--- config.mk ---
export PLATFORM = sky130hd
export DESIGN_NAME = time_core
export DESIGN_NICKNAME = d
export VERILOG_FILES = /design/src/rtl/time_core_pkg.sv /design/src/rtl/time_core_bcd_cnt.sv /design/src/rtl/time_core.sv
export SDC_FILE = /design/constraint.sdc
export NUM_CORES = 1
export LEC_CHECK = 0
export ABC_AREA = 1
export CORE_UTILIZATION = 55
export CTS_CLUSTER_DIAMETER = 50
export CTS_CLUSTER_SIZE = 20
export DETAILED_ROUTE_END_ITERATION = 12
export MAX_ROUTING_LAYER = met4
export PLACE_DENSITY = 0.84
export SLEW_MARGIN = 20
export SYNTH_ARGS = -nofsm -noshare
export SYNTH_HDL_FRONTEND = slang
export SYNTH_SLANG_ARGS = --single-unit
--- constraint.sdc ---
create_clock -name clk -period 2.8 [get_ports clk]
set_clock_uncertainty 0.15 [all_clocks]
set_input_delay 0.56 -clock clk [delete_from_list [all_inputs] [get_ports clk]]
set_output_delay 0.56 -clock clk [all_outputs]
set_load 0.01 [all_outputs]
--- src/rtl/time_core_pkg.sv ---
// Shared definitions for the time-of-day core: mode encoding, BCD field limits,
// blank-mask bit positions and the two-digit BCD increment.
`timescale 1ns/1ps
package time_core_pkg;

  typedef enum logic [1:0] {
    RUN   = 2'd0,
    SET_H = 2'd1,
    SET_M = 2'd2,
    SET_S = 2'd3
  } state_e;

  localparam logic [7:0] SEC_MAX  = 8'h59;
  localparam logic [7:0] MIN_MAX  = 8'h59;
  localparam logic [7:0] HOUR_MAX = 8'h23;

  localparam int BLANK_HOUR_LSB = 4;
  localparam int BLANK_MIN_LSB  = 2;
  localparam int BLANK_SEC_LSB  = 0;

  // Synchronizer lane assignment; the 2 Hz flash lane needs no edge detector.
  localparam int IDX_1HZ  = 0;
  localparam int IDX_MODE = 1;
  localparam int IDX_INC  = 2;
  localparam int IDX_2HZ  = 3;
  localparam int N_SYNC   = 4;
  localparam int N_EDGE   = 3;

  function automatic logic [7:0] bcd_inc(input logic [7:0] v);
    logic [7:0] r;
    if (v[3:0] >= 4'd9) begin
      r[3:0] = 4'd0;
      r[7:4] = v[7:4] + 4'd1;
    end else begin
      r[3:0] = v[3:0] + 4'd1;
      r[7:4] = v[7:4];
    end
    return r;
  endfunction

endpackage

--- src/rtl/time_core_bcd_cnt.sv ---
// Two-digit BCD counter that wraps to 00 after reaching max; carry flags the wrap.
`timescale 1ns/1ps
module bcd_cnt
  import time_core_pkg::*;
(
  input  logic       clk,
  input  logic       rst,
  input  logic       inc,
  input  logic [7:0] max,
  output logic [7:0] value,
  output logic       carry
);

  logic [7:0] value_q;
  logic [7:0] value_d;

  always_comb begin
    value_d = value_q;
    if (inc) begin
      // ">=" keeps the field in range even if it were ever corrupted.
      if (value_q >= max) value_d = 8'h00;
      else                value_d = bcd_inc(value_q);
    end
  end

  always_ff @(posedge clk or posedge rst) begin
    if (rst) value_q <= 8'h00;
    else     value_q <= value_d;
  end

  assign value = value_q;
  assign carry = inc && (value_q == max);

endmodule

--- src/rtl/time_core.sv ---
// Time-of-day core: synchronized tick/key inputs, RUN/SET mode FSM, three chained
// BCD counters and a registered per-digit flash mask for the display scanner.
`timescale 1ns/1ps
module time_core
  import time_core_pkg::*;
(
  input  logic       clk,
  input  logic       rst,
  input  logic       clk_1Hz,
  input  logic       clk_2Hz,
  input  logic       key_mode,
  input  logic       key_inc,
  output logic [7:0] hour_bcd,
  output logic [7:0] min_bcd,
  output logic [7:0] sec_bcd,
  output logic [1:0] mode,
  output logic [5:0] blank
);

  logic [N_SYNC-1:0] raw_in;
  logic [N_SYNC-1:0] sync1_q, sync1_d;
  logic [N_SYNC-1:0] sync2_q, sync2_d;
  logic [N_EDGE-1:0] prev_q, prev_d;
  logic [N_EDGE-1:0] rise;

  assign raw_in[IDX_1HZ]  = clk_1Hz;
  assign raw_in[IDX_MODE] = key_mode;
  assign raw_in[IDX_INC]  = key_inc;
  assign raw_in[IDX_2HZ]  = clk_2Hz;

  // Reset to all-ones so a level held high across reset never looks like an edge.
  generate
    for (genvar gi = 0; gi < N_SYNC; gi++) begin : g_sync
      always_comb begin
        sync1_d[gi] = raw_in[gi];
        sync2_d[gi] = sync1_q[gi];
      end
      always_ff @(posedge clk or posedge rst) begin
        if (rst) begin
          sync1_q[gi] <= 1'b1;
          sync2_q[gi] <= 1'b1;
        end else begin
          sync1_q[gi] <= sync1_d[gi];
          sync2_q[gi] <= sync2_d[gi];
        end
      end
    end
    for (genvar gi = 0; gi < N_EDGE; gi++) begin : g_edge
      always_comb prev_d[gi] = sync2_q[gi];
      always_ff @(posedge clk or posedge rst) begin
        if (rst) prev_q[gi] <= 1'b1;
        else     prev_q[gi] <= prev_d[gi];
      end
      assign rise[gi] = sync2_q[gi] & ~prev_q[gi];
    end
  endgenerate

  logic tick, mode_p, inc_p, flash_on;
  assign tick     = rise[IDX_1HZ];
  assign mode_p   = rise[IDX_MODE];
  assign inc_p    = rise[IDX_INC];
  assign flash_on = sync2_q[IDX_2HZ];

  state_e     state_q, state_d;
  logic [5:0] blank_q, blank_d;
  logic       inc_ok, running;
  logic       sec_inc, min_inc, hour_inc;
  logic       sec_carry, min_carry, day_wrap_unused;

  always_comb begin
    state_d = state_q;
    if (mode_p) begin
      unique case (state_q)
        RUN:     state_d = SET_H;
        SET_H:   state_d = SET_M;
        SET_M:   state_d = SET_S;
        default: state_d = RUN;
      endcase
    end
  end

  // A simultaneous mode press swallows the increment.
  assign inc_ok  = inc_p & ~mode_p;
  assign running = (state_q == RUN);

  assign sec_inc  = (running & tick)      | ((state_q == SET_S) & inc_ok);
  assign min_inc  = (running & sec_carry) | ((state_q == SET_M) & inc_ok);
  assign hour_inc = (running & min_carry) | ((state_q == SET_H) & inc_ok);

  always_comb begin
    blank_d = 6'b000000;
    if (!flash_on) begin
      unique case (state_q)
        SET_H:   blank_d[BLANK_HOUR_LSB +: 2] = 2'b11;
        SET_M:   blank_d[BLANK_MIN_LSB  +: 2] = 2'b11;
        SET_S:   blank_d[BLANK_SEC_LSB  +: 2] = 2'b11;
        default: blank_d = 6'b000000;
      endcase
    end
  end

  always_ff @(posedge clk or posedge rst) begin
    if (rst) begin
      state_q <= RUN;
      blank_q <= 6'b000000;
    end else begin
      state_q <= state_d;
      blank_q <= blank_d;
    end
  end

  bcd_cnt u_sec (
    .clk   (clk),
    .rst   (rst),
    .inc   (sec_inc),
    .max   (SEC_MAX),
    .value (sec_bcd),
    .carry (sec_carry)
  );

  bcd_cnt u_min (
    .clk   (clk),
    .rst   (rst),
    .inc   (min_inc),
    .max   (MIN_MAX),
    .value (min_bcd),
    .carry (min_carry)
  );

  bcd_cnt u_hour (
    .clk   (clk),
    .rst   (rst),
    .inc   (hour_inc),
    .max   (HOUR_MAX),
    .value (hour_bcd),
    .carry (day_wrap_unused)
  );

  assign mode  = state_q;
  assign blank = blank_q;

endmodule

==> results_dict.tcl, run 1 <==
set metrics [dict create \
    num_rows 21 \
    leakage_nw 1.24 \
    cts_hold_buf 0 \
    drtPass1Iterations 4 \
    synth_cells 217 \
    h-tree-depth 2 \
    grt_max_degree 41 \
    cpPeakStageDelay_ns 0.44 \
    drc 0 \
    clock-root-buffer "clkbuf_8" \
    ir_drop_uv 420 \
    ios 38 \
    fmax_mhz 484 \
    drv_slew 0 \
    critPathBufInv 2 \
    vias_per_cell 4.95 \
    synth.ff_latch_count 40 \
    syn_area_per_cell_um2 9.35 \
    synthTopCellsByCount "inv_1, nand2_1, dfrtp_1" \
    async_reset_ff_frac 1.00 \
    power_mw 1.96 \
    max-clock-path-buffers 2 \
    cp_max_fo 11 \
    min_period_ns 2.07 \
    synthTopCellsByArea "dfrtp_1, dfstp_2, ha_1" \
    ys_seq_area_frac 0.500 \
    rsz0062_at_grt "no" \
    syn-cell-area_um2 2030 \
    fin_util 0.738 \
    grt_pass1_wl_mm 5.99 \
    die_width_um 62.7 \
    worstMarginPinSlew_ns 0.476 \
    synth.largest_area_cell "dfrtp_1" \
    syn_nets 243 \
    drt_first_iter_violations 74 \
    hold_path_class "register to register" \
    synth_edf_count 0 \
    crit_family "simple AND/OR/NAND/NOR gates" \
    crit_arrival_ns 2.10 \
    post-route-period-util 0.739 \
    synth_warnings 0 \
    antenna_cells_inserted 0 \
    grt_pass1_vias 1400 \
    crit_type "register to register" \
    syn2layout_area_growth_pct 25.2 \
    critPathCaptureType "register" \
    die_y_um 62.7 \
    cts_resized 0 \
    power.density_nw_per_um2 772 \
    worst_slack_ns 0.732 \
    start_kind "register" \
    post-place-ws_ns 0.794 \
    post_cts_buffers 0 \
    synth_flop_cell "dfrtp_1" \
    portBuffers 37 \
    hpwl_mm 2.53 \
    antenna_found_initial 0 \
    start_util 0.590 \
    critPathMostFrequentCell "nand2_2" \
    drt-total-wl_mm 3.49 \
    yosys.cell_count.top_type "inv_1" \
    cts_buffers 5 \
    wire_per_inst_um 11.5 \
    outcome "finished clean" \
    slew_headroom 0.682 \
    worstPathRequired_ns 2.84 \
    synth_top_area_frac 0.358 \
    cp_cell_sequence "inv_1 -> ha_1 -> inv_2 -> nor2_2 -> nand2_2 -> nand2_4 -> nand2_2 -> nand2_4 -> nand2_2 -> nand2_2 -> nand2_1 -> nand2_1 -> nand2_1" \
    slowest_stage "dfrtp_1" \
    dieArea_um2 3940 \
    cts.clk_slew.worst_paths_ns 0.08 \
    drive_above_1_share 0.139 \
    synth.distinct_cells 28 \
    clkSinkCount 40 \
    maxCapViolCount 0 \
    nets 284 \
    gp_congestion 0.881 \
    setup_viol 0 \
    ant_nets 0 \
    vias 1511 \
    core_um2 3440 \
    hold_violations 0 \
    grt-ovfl-total 0 \
    setup_tns_ns 0 \
    cts_tree "done" \
    track_usage 0.208 \
    clock_latency_ns 0.30 \
]
per-layer routing:
| layer | vias up | routed length (µm) | share of wire | track usage |
|---|---|---|---|---|
| li1 | 768 | - | - | - |
| met1 | 695 | 1640 | 0.47 | 0.257 |
| met2 | 40 | 1640 | 0.47 | 0.303 |
| met3 | 8 | 130 | 0.037 | 0.0639 |
| met4 | 0 | 84 | 0.024 | 0.113 |
| met5 | - | 0 | 0 | - |
kinds of logic (layout without fill, tap and decap cells):
group,Yosys count,count (layout),share of synthesized area
compound gates,25,25,0.0660
xor+xnor,3,3,0.0129
fa+ha+maj,20,20,0.123
buf+inv,42,84,0.0869
flops,40,40,0.500
mux,2,2,0.00986
simple gates,85,85,0.201
per-stage QoR:
stage	cells	hold slack [ns]	area, µm²
after floorplan	217	0.195	2030
after global placement	297	0.195	2430
after detailed placement	297	0.198	2430
after CTS	305	0.210	2540
after global routing	305	0.211	2540
final	305	0.208	2540
layout by cell type (no fill, tap or decap), types with 3 or more instances in the layout:
master,Yosys,layout
dfstp_2,11,11
nand3_1,17,17
clkdlybuf4s50_1,0,37
nor2_1,15,15
a21oi_1,10,10
inv_1,35,35
ha_1,20,20
nand4_1,3,3
nor2_2,3,3
clkbuf_8,0,5
nand2_1,33,33
dfrtp_1,29,29
o21ai_0,10,10
inv_2,3,3
nand2_2,5,5
layout make-up:
class	count	area, µm²
Tap cell	46	57.6
Timing Repair Buffer	38	378
Inverter	38	143
Fill cell	243	901
Clock inverter	2	16.3
Multi-Input combinational cell	135	838
Sequential cell	40	1010
Clock buffer	6	93.8
report_power, final:
| part | internal (mW) | switching (mW) | leakage [nW] |
|---|---|---|---|
| Combinational | 0.355 | 0.359 | 0.682 |
| Clock | 0.232 | 0.207 | 0.0530 |
| Sequential | 0.693 | 0.116 | 0.502 |
| Total | 1.28 | 0.681 | 1.24 |
final timing paths:
kind / start / to / slack, ns / cells past startpoint
worst max-delay path: mode[0] / u_hour.value[4] / 0.73 / 13
worst min-delay path: sync1_q[0] / prev_d[0] / 0.21 / 0
worst max register to register: mode[0] / u_hour.value[4] / 0.73 / 13
worst min register to register: sync1_q[0] / prev_d[0] / 0.21 / 0
max in group asynchronous: rst / sync1_q[3] / 1.61 / 3
min in group asynchronous: rst / u_sec.value[5] / 0.53 / 3
flip-flops by register name, indices dropped and copies added (netlist names):
register      flops
u_sec.value       8
prev_q            3
mode              2
blank             3
u_hour.value      8
flash_on          1
sync1_q           4
u_min.value       8
prev_d            3
Note: power is estimated with default switching activity, not from simulation.
==> run 2: changes to the inputs <==
--- a/config.mk
+++ b/config.mk
@@ -6,12 +6,12 @@
 export NUM_CORES = 1
 export LEC_CHECK = 0
 export ABC_AREA = 1
-export CORE_UTILIZATION = 55
+export CORE_UTILIZATION = 52
 export CTS_CLUSTER_DIAMETER = 50
 export CTS_CLUSTER_SIZE = 20
 export DETAILED_ROUTE_END_ITERATION = 12
 export MAX_ROUTING_LAYER = met4
-export PLACE_DENSITY = 0.84
+export PLACE_DENSITY = 0.8
 export SLEW_MARGIN = 20
 export SYNTH_ARGS = -nofsm -noshare
 export SYNTH_HDL_FRONTEND = slang
==> constraint.sdc (replaced) <==
create_clock -name clk -period 2.1 [get_ports clk]
set_clock_uncertainty 0.15 [all_clocks]
set_input_delay 0.42 -clock clk [delete_from_list [all_inputs] [get_ports clk]]
set_output_delay 0.42 -clock clk [all_outputs]
set_load 0.01 [all_outputs]
==> run 2 against run 1 <==
Effect of this change:
- cell area up 0.74%
- critical path depth unchanged
- sequential cell count unchanged
- critical endpoint unchanged
==> results_dict.tcl, run 2 (synthesis gave the netlist of run 1 again) <==
set metrics [dict create \
    dieArea_um2 4160 \
    cts_hold_buf 0 \
    track_usage 0.203 \
    cp_max_fo 10 \
    worstMarginPinSlew_ns 0.298 \
    num_rows 22 \
    wire_per_inst_um 11.4 \
    drtPass1Iterations 4 \
    antenna_cells_inserted 0 \
    final_cell_area_um2 2560 \
    core_um2 3690 \
    post-place-cells 299 \
    drive_above_1_share 0.154 \
    hold_violations 0 \
    worstPathRequired_ns 2.14 \
    clock-root-buffer "clkbuf_8" \
    drv_slew 0 \
    min_period_ns 1.92 \
    setup_tns_ns 0 \
    critPathCaptureType "register" \
    vias_per_cell 5.00 \
    h-tree-depth 2 \
    die_y_um 64.5 \
    final_common_cell "clkdlybuf4s50_1" \
    nets 285 \
    slew_headroom 0.800 \
    syn2layout_area_growth_pct 26.1 \
    gp_congestion 0.837 \
    hpwl_mm 2.64 \
    grt-ovfl-total 0 \
    grt_max_degree 41 \
    drc 0 \
    clock_latency_ns 0.29 \
    power.density_nw_per_um2 1010 \
    rsz0062_at_grt "no" \
    max-clock-path-buffers 2 \
    ios 38 \
    cts_tree "done" \
    final_cells 308 \
    start_util 0.550 \
    portBuffers 37 \
    grt_pass1_vias 1490 \
    cts.clk_slew.worst_paths_ns 0.08 \
    ant_nets 0 \
    antenna_found_initial 0 \
    die_width_um 64.5 \
    cts_buffers 5 \
    maxCapViolCount 0 \
    start_kind "register" \
    drt-total-wl_mm 3.52 \
    setup_viol 0 \
    num-fill-cells 294 \
    fmax_mhz 522 \
    leakage_nw 1.24 \
    hold_path_class "register to register" \
    post-route-period-util 0.913 \
    layout_common_cells "clkdlybuf4s50_1, inv_1, nand2_1, dfrtp_1, ha_1" \
    fin_util 0.694 \
    grt_pass1_wl_mm 6.30 \
    crit_arrival_ns 1.96 \
    ir_drop_uv 682 \
    outcome "finished clean" \
    drt_first_iter_violations 118 \
    crit_type "register to register" \
    place_area_um2 2450 \
    vias 1541 \
    clkSinkCount 40 \
]
-- run 2: changes by cell type in the layout (fill, tap and decap cells not counted), sizes merged --
cell / before / now
buf: 1 / 2
-- run 2: final timing paths --
kind	slack, ns	endpoint	from	cells past startpoint
max	0.18	u_hour.value[4]	mode[1]	13
min	0.21	prev_d[1]	sync1_q[1]	0
max reg2reg	0.18	u_hour.value[4]	mode[1]	13
min reg2reg	0.21	prev_d[1]	sync1_q[1]	0
max in group asynchronous	1.21	sync1_q[1]	rst	3
min in group asynchronous	0.34	u_min.value[0]	rst	3
-- run 2: area by class of cell --
class                      count  area (µm²)  share of cell area
clock buffer                   6        82.6              0.0323
clock inverter                 2        13.8             0.00538
inverter                      38         143              0.0557
tap                           48        60.1              0.0235
sequential                    40        1020               0.397
multi-input combinational    135         846               0.330
timing repair buffer          39         398               0.155
-- run 2: what timing repair did --
item                       in CTS  in global routing
buffers inserted                0                  1
gates resized for setup         0                  4
setup endpoints to repair       0                  2
-- run 2: routing by layer --
metal | GRT usage | share of wire
met4 | 0.0861 | 0.026
met5 | - | 0
met3 | 0.0475 | 0.038
met2 | 0.350 | 0.49
met1 | 0.225 | 0.44
-- run 2: where the power goes --
| group | switching (mW) | internal, mW | leakage [nW] | total, mW |
|---|---|---|---|---|
| clock | 0.265 | 0.266 | 0.0477 | 0.532 |
| sequential | 0.159 | 0.928 | 0.499 | 1.09 |
| combinational | 0.479 | 0.482 | 0.692 | 0.961 |
-- run 2: stage by stage --
step	hold slack [ns]	power [mW]	worst slack [ns]
after global routing	0.210	2.79	0.00395
final	0.207	2.58	0.183
after CTS	0.209	2.60	0.121
after global placement	0.196	2.02	0.223
after floorplan	0.195	1.64	0.352
after detailed placement	0.197	2.05	0.123
-- run 2: critical path, cell delays in order, from the launching register on --
cell and delay [ns]:
dfrtp_2 0.44, inv_1 0.11, ha_2 0.20, inv_2 0.05
nor2_2 0.08, nand2_2 0.08, nand2_4 0.10, nand2_2 0.07
nand2_4 0.11, nand2_2 0.10, nand2_4 0.14, nand2_1 0.08
nand2_1 0.07, nand2_1 0.05
==> run 3: changes to the inputs <==
--- a/config.mk
+++ b/config.mk
@@ -12,6 +12,8 @@
 export DETAILED_ROUTE_END_ITERATION = 12
 export MAX_ROUTING_LAYER = met4
 export PLACE_DENSITY = 0.8
+export RECOVER_POWER = 50
+export REMOVE_ABC_BUFFERS = 1
 export SLEW_MARGIN = 20
 export SYNTH_ARGS = -nofsm -noshare
 export SYNTH_HDL_FRONTEND = slang
==> run 3 against run 2 <==
Effect of this change:
- fmax rose by 1.7%
- combinational power shrank 0.4%
- setup slack improved by 0.032 ns
- largest power group unchanged
- count of clock-buffer cells in the layout unchanged
- highest routed layer unchanged
==> results_dict.tcl, run 3 (synthesis gave the netlist of run 1 again) <==
set metrics [dict create \
    drive_above_1_share 0.131 \
    worstPathRequired_ns 2.14 \
    r2r-end "u_hour.value[4]" \
    setup_tns_ns 0 \
    fmax_mhz 531 \
    whs_ns 0.208 \
    clock_latency_ns 0.29 \
    power.density_nw_per_um2 1010 \
    antenna_cells_inserted 0 \
    syn2layout_area_growth_pct 24.8 \
    die_y_um 64.5 \
    drv_slew 0 \
    crit_type "register to register" \
    grt_pass1_vias 1446 \
    start_util 0.550 \
    ant_nets 0 \
    vias 1533 \
    antenna_found_initial 0 \
    ff2ff_path_depth 13 \
    cts_tree "done" \
    hold_path_class "register to register" \
    ios 38 \
    h-tree-depth 2 \
    track_usage 0.200 \
    nets 284 \
    hpwl_mm 2.68 \
    vias_per_cell 4.99 \
    gp_congestion 0.833 \
    crit_arrival_ns 1.92 \
    max-clock-path-buffers 2 \
    cts_buffers 5 \
    hold_violations 0 \
    crit_start "mode[0]" \
    setup_viol 0 \
    clock-root-buffer "clkbuf_8" \
    min_period_ns 1.88 \
    dieArea_um2 4160 \
    outcome "finished clean" \
    core_um2 3690 \
    leakage_nw 1.23 \
    wire_per_inst_um 11.6 \
    cp_max_fo 11 \
    drc 0 \
    worstMarginPinSlew_ns 0.935 \
    cts.clk_slew.worst_paths_ns 0.08 \
    drt_first_iter_violations 61 \
    die_width_um 64.5 \
    reg2reg_from "mode[0]" \
    post-place-ws_ns 0.145 \
    fin_util 0.687 \
    rsz0062_at_grt "no" \
    post_cts_buffers 0 \
    clkSinkCount 40 \
    post-route-period-util 0.897 \
    grt-ovfl-total 0 \
    layout_common_cells "inv_1, nand2_1, clkdlybuf4s50_1, dfrtp_1, ha_1" \
    maxCapViolCount 0 \
    ir_drop_uv 561 \
    final_common_cell "inv_1" \
    cts_hold_buf 0 \
    num_rows 22 \
    r2r_slack_ns 0.22 \
    start_kind "register" \
    worst_slack_ns 0.215 \
    crit_end "u_hour.value[4]" \
    grt_max_degree 41 \
    portBuffers 37 \
    drt-total-wl_mm 3.55 \
    drtPass1Iterations 4 \
    grt_pass1_wl_mm 6.10 \
    slew_headroom 0.377 \
    critPathCaptureType "register" \
]
run 3: routing by layer:
metal / track usage / up-vias / share of wire
met5: - / - / 0
met4: 0.100 / 0 / 0.027
met3: 0.0528 / 9 / 0.037
met2: 0.324 / 40 / 0.48
met1: 0.228 / 720 / 0.45
li1: - / 764 / -
run 3: worst min path at each step:
stage                           from         to  slack (ns)  cells past startpoint
after floorplan           sync1_q[3]   flash_on        0.20                      0
after global placement    sync1_q[0]  prev_d[0]        0.20                      0
after detailed placement  sync1_q[3]   flash_on        0.20                      0
after CTS                 sync1_q[3]   flash_on        0.21                      0
after global routing      sync1_q[3]   flash_on        0.21                      0
final                     sync1_q[3]   flash_on        0.21                      0
run 3: where the power goes:
part | total [mW] | switching (mW) | internal, mW | leakage [nW]
Combinational | 0.957 | 0.483 | 0.474 | 0.684
Sequential | 1.08 | 0.157 | 0.923 | 0.501
Clock | 0.532 | 0.266 | 0.266 | 0.0434
Total | 2.57 | 0.906 | 1.66 | 1.23
run 3: area by class of cell:
cell class                 count  area, µm²
clock buffer                   6       82.6
clock inverter                 2       15.0
fill                         292       1150
inverter                      38        143
multi-input combinational    135        843
sequential                    40       1010
tap                           48       60.1
timing repair buffer          38        375
run 3: per-stage QoR:
stage                     area [µm²]  std cells  total power, mW
after floorplan                 2000        213             1.61
after global placement          2450        299             2.03
after detailed placement        2450        299             2.06
after CTS                       2540        307             2.59
after global routing            2530        307             2.76
final                           2530        307             2.57
run 3: timing repair:
action                                  CTS  global route
gates resized for setup                   0             1
endpoints found under the setup margin    0             2
endpoints found under the hold margin     0             0
run 3: critical path, cell delays in order, from the launching register on:
cell     delay (ns)
dfrtp_1        0.43
inv_1          0.11
ha_1           0.18
inv_2          0.06
nor2_2         0.08
nand2_2        0.07
nand2_4        0.10
nand2_2        0.07
nand2_4        0.10
nand2_2        0.09
nand2_4        0.14
nand2_1        0.08
nand2_1        0.06
nand2_1        0.04
==> RTL edit (flow settings as in run 3) <==
Remove the register `blank_q`: a continuous assignment takes its place, so the output `blank` follows one clock earlier.
--- a/src/rtl/time_core.sv
+++ b/src/rtl/time_core.sv
@@ -104,8 +104,8 @@
       state_q <= RUN;
-      blank_q <= 6'b000000;
     end else begin
       state_q <= state_d;
-      blank_q <= blank_d;
     end
   end
+
+  assign blank_q = blank_d;
 
Behaviour: not the same (Yosys sat finds a counterexample within 10 cycles, from zero or initial values and one cycle with rst high).
==> RTL edit against run 3 <==
- sequential cell count is 3 lower
- via count is 1.3% higher
- largest power group is now combinational logic
- routed wire length is 6.1% higher
- synthesized area is 3.8% lower
- total power is 3.2% higher
- setup slack worse by 0.12 ns
- design area hardly changed
==> RTL edit: results (changes against run 3) <==
| Metric | This run | Delta |
|---|---|---|
| Detailed router's first-iteration violation count | 86 | +41% |
| Mux share of post-synthesis cell area | 0 | -0.009864 |
| Worst ir drop on vdd | 0.6535 mV | +17% |
| Capture instance of the worst register-to-register path | u_hour.value[3]$_DFFE_PP0P_ |  |
| Met1 Routed Length | 1808 um | +12% |
| Wire length on met2 | 1729 um | +0.76% |
| Non-Filler Instances | 318 | +3.6% |
| Area fraction in compound gates after synthesis | 0.07495 | +0.008984 |
| Worst R2R Setup Slack | 0.16 ns | -0.06 ns |
| Minimum hold slack | 0.2067 ns | -0.001497 ns |
| Run status | finished, final reports clean |  |
| Number of global-route vias before repair | 1,475 | +2.0% |
| Wire length per cell | 11.85 um | +2.4% |
| Largest fanout on the critical path | 2 | -9 |
| Count of mapped cells out of synthesis | 221 | +1.8% |
| Pre-CTS WS | 0.04916 ns | -0.09601 ns |
| Worst hold path startpoint | sync1_q[0]$_DFF_PP1_ |  |
| Share of final-layout standard cells stronger than drive strength 1 | 0.1765 | +0.04520 |
| Max stage delay on crit path | 0.40 ns | -0.03 ns |
| DR vias/cell | 4.884 | -2.2% |
| Detailed placement HPWL | 2533 um | -5.5% |
| Synth top area cells | dfrtp_1, dfstp_2, ha_1 |  |
| Remaining max-slew budget at the tightest pin | 0.3942 | +0.01737 |
| Worst reg-to-reg path cell count | 14 | +1 |
| Cell class contributing the biggest share of worst-path delay | buffers and inverters |  |
[RTL edit: worst max path at each step]
stage                   startpoint                           to  slack [ns]  cells after the start
6_report       mode[0]$_DFFE_PP0P_                     blank[0]        0.09                      5
3_5_place_dp   mode[0]$_DFFE_PP0P_                     blank[2]        0.05                      5
2_1_floorplan  mode[0]$_DFFE_PP0P_  u_hour.value[4]$_DFFE_PP0P_        0.32                     13
5_1_grt        mode[0]$_DFFE_PP0P_                     blank[0]      0.0006                      5
3_3_place_gp   mode[0]$_DFFE_PP0P_                     blank[3]        0.16                      5
4_1_cts        mode[1]$_DFFE_PP0P_                     blank[4]       -0.01                      6
[RTL edit: layer usage]
metal | up-vias | track usage
li1 | 788 | -
met1 | 721 | 0.2588
met2 | 38 | 0.3280
met3 | 6 | 0.06341
met4 | 0 | 0.1023
met5 | - | -
[RTL edit: power breakdown]
group,total (mW),leakage (nW),internal [mW],switching [mW]
Sequential,0.991,0.462,0.853,0.138
Clock,0.648,0.0574,0.386,0.262
Combinational,1.01,0.743,0.489,0.524
[RTL edit: what timing repair did]
| item | 4_1_cts | 5_1_grt |
|---|---|---|
| setup buffers | 2 | 4 |
| pin swaps | 0 | 2 |
| setup endpoints to repair | 6 | 6 |
| gates resized for setup | 11 | 14 |
[RTL edit: cell type report]
type | count | area, sq um
Tap cell | 46 | 57.56
Clock inverter | 2 | 37.54
Sequential cell | 37 | 939.7
Timing Repair Buffer | 47 | 424.2
Clock buffer | 6 | 82.58
Fill cell | 268 | 937.1
Multi-Input combinational cell | 148 | 869.6
Inverter | 32 | 120.1
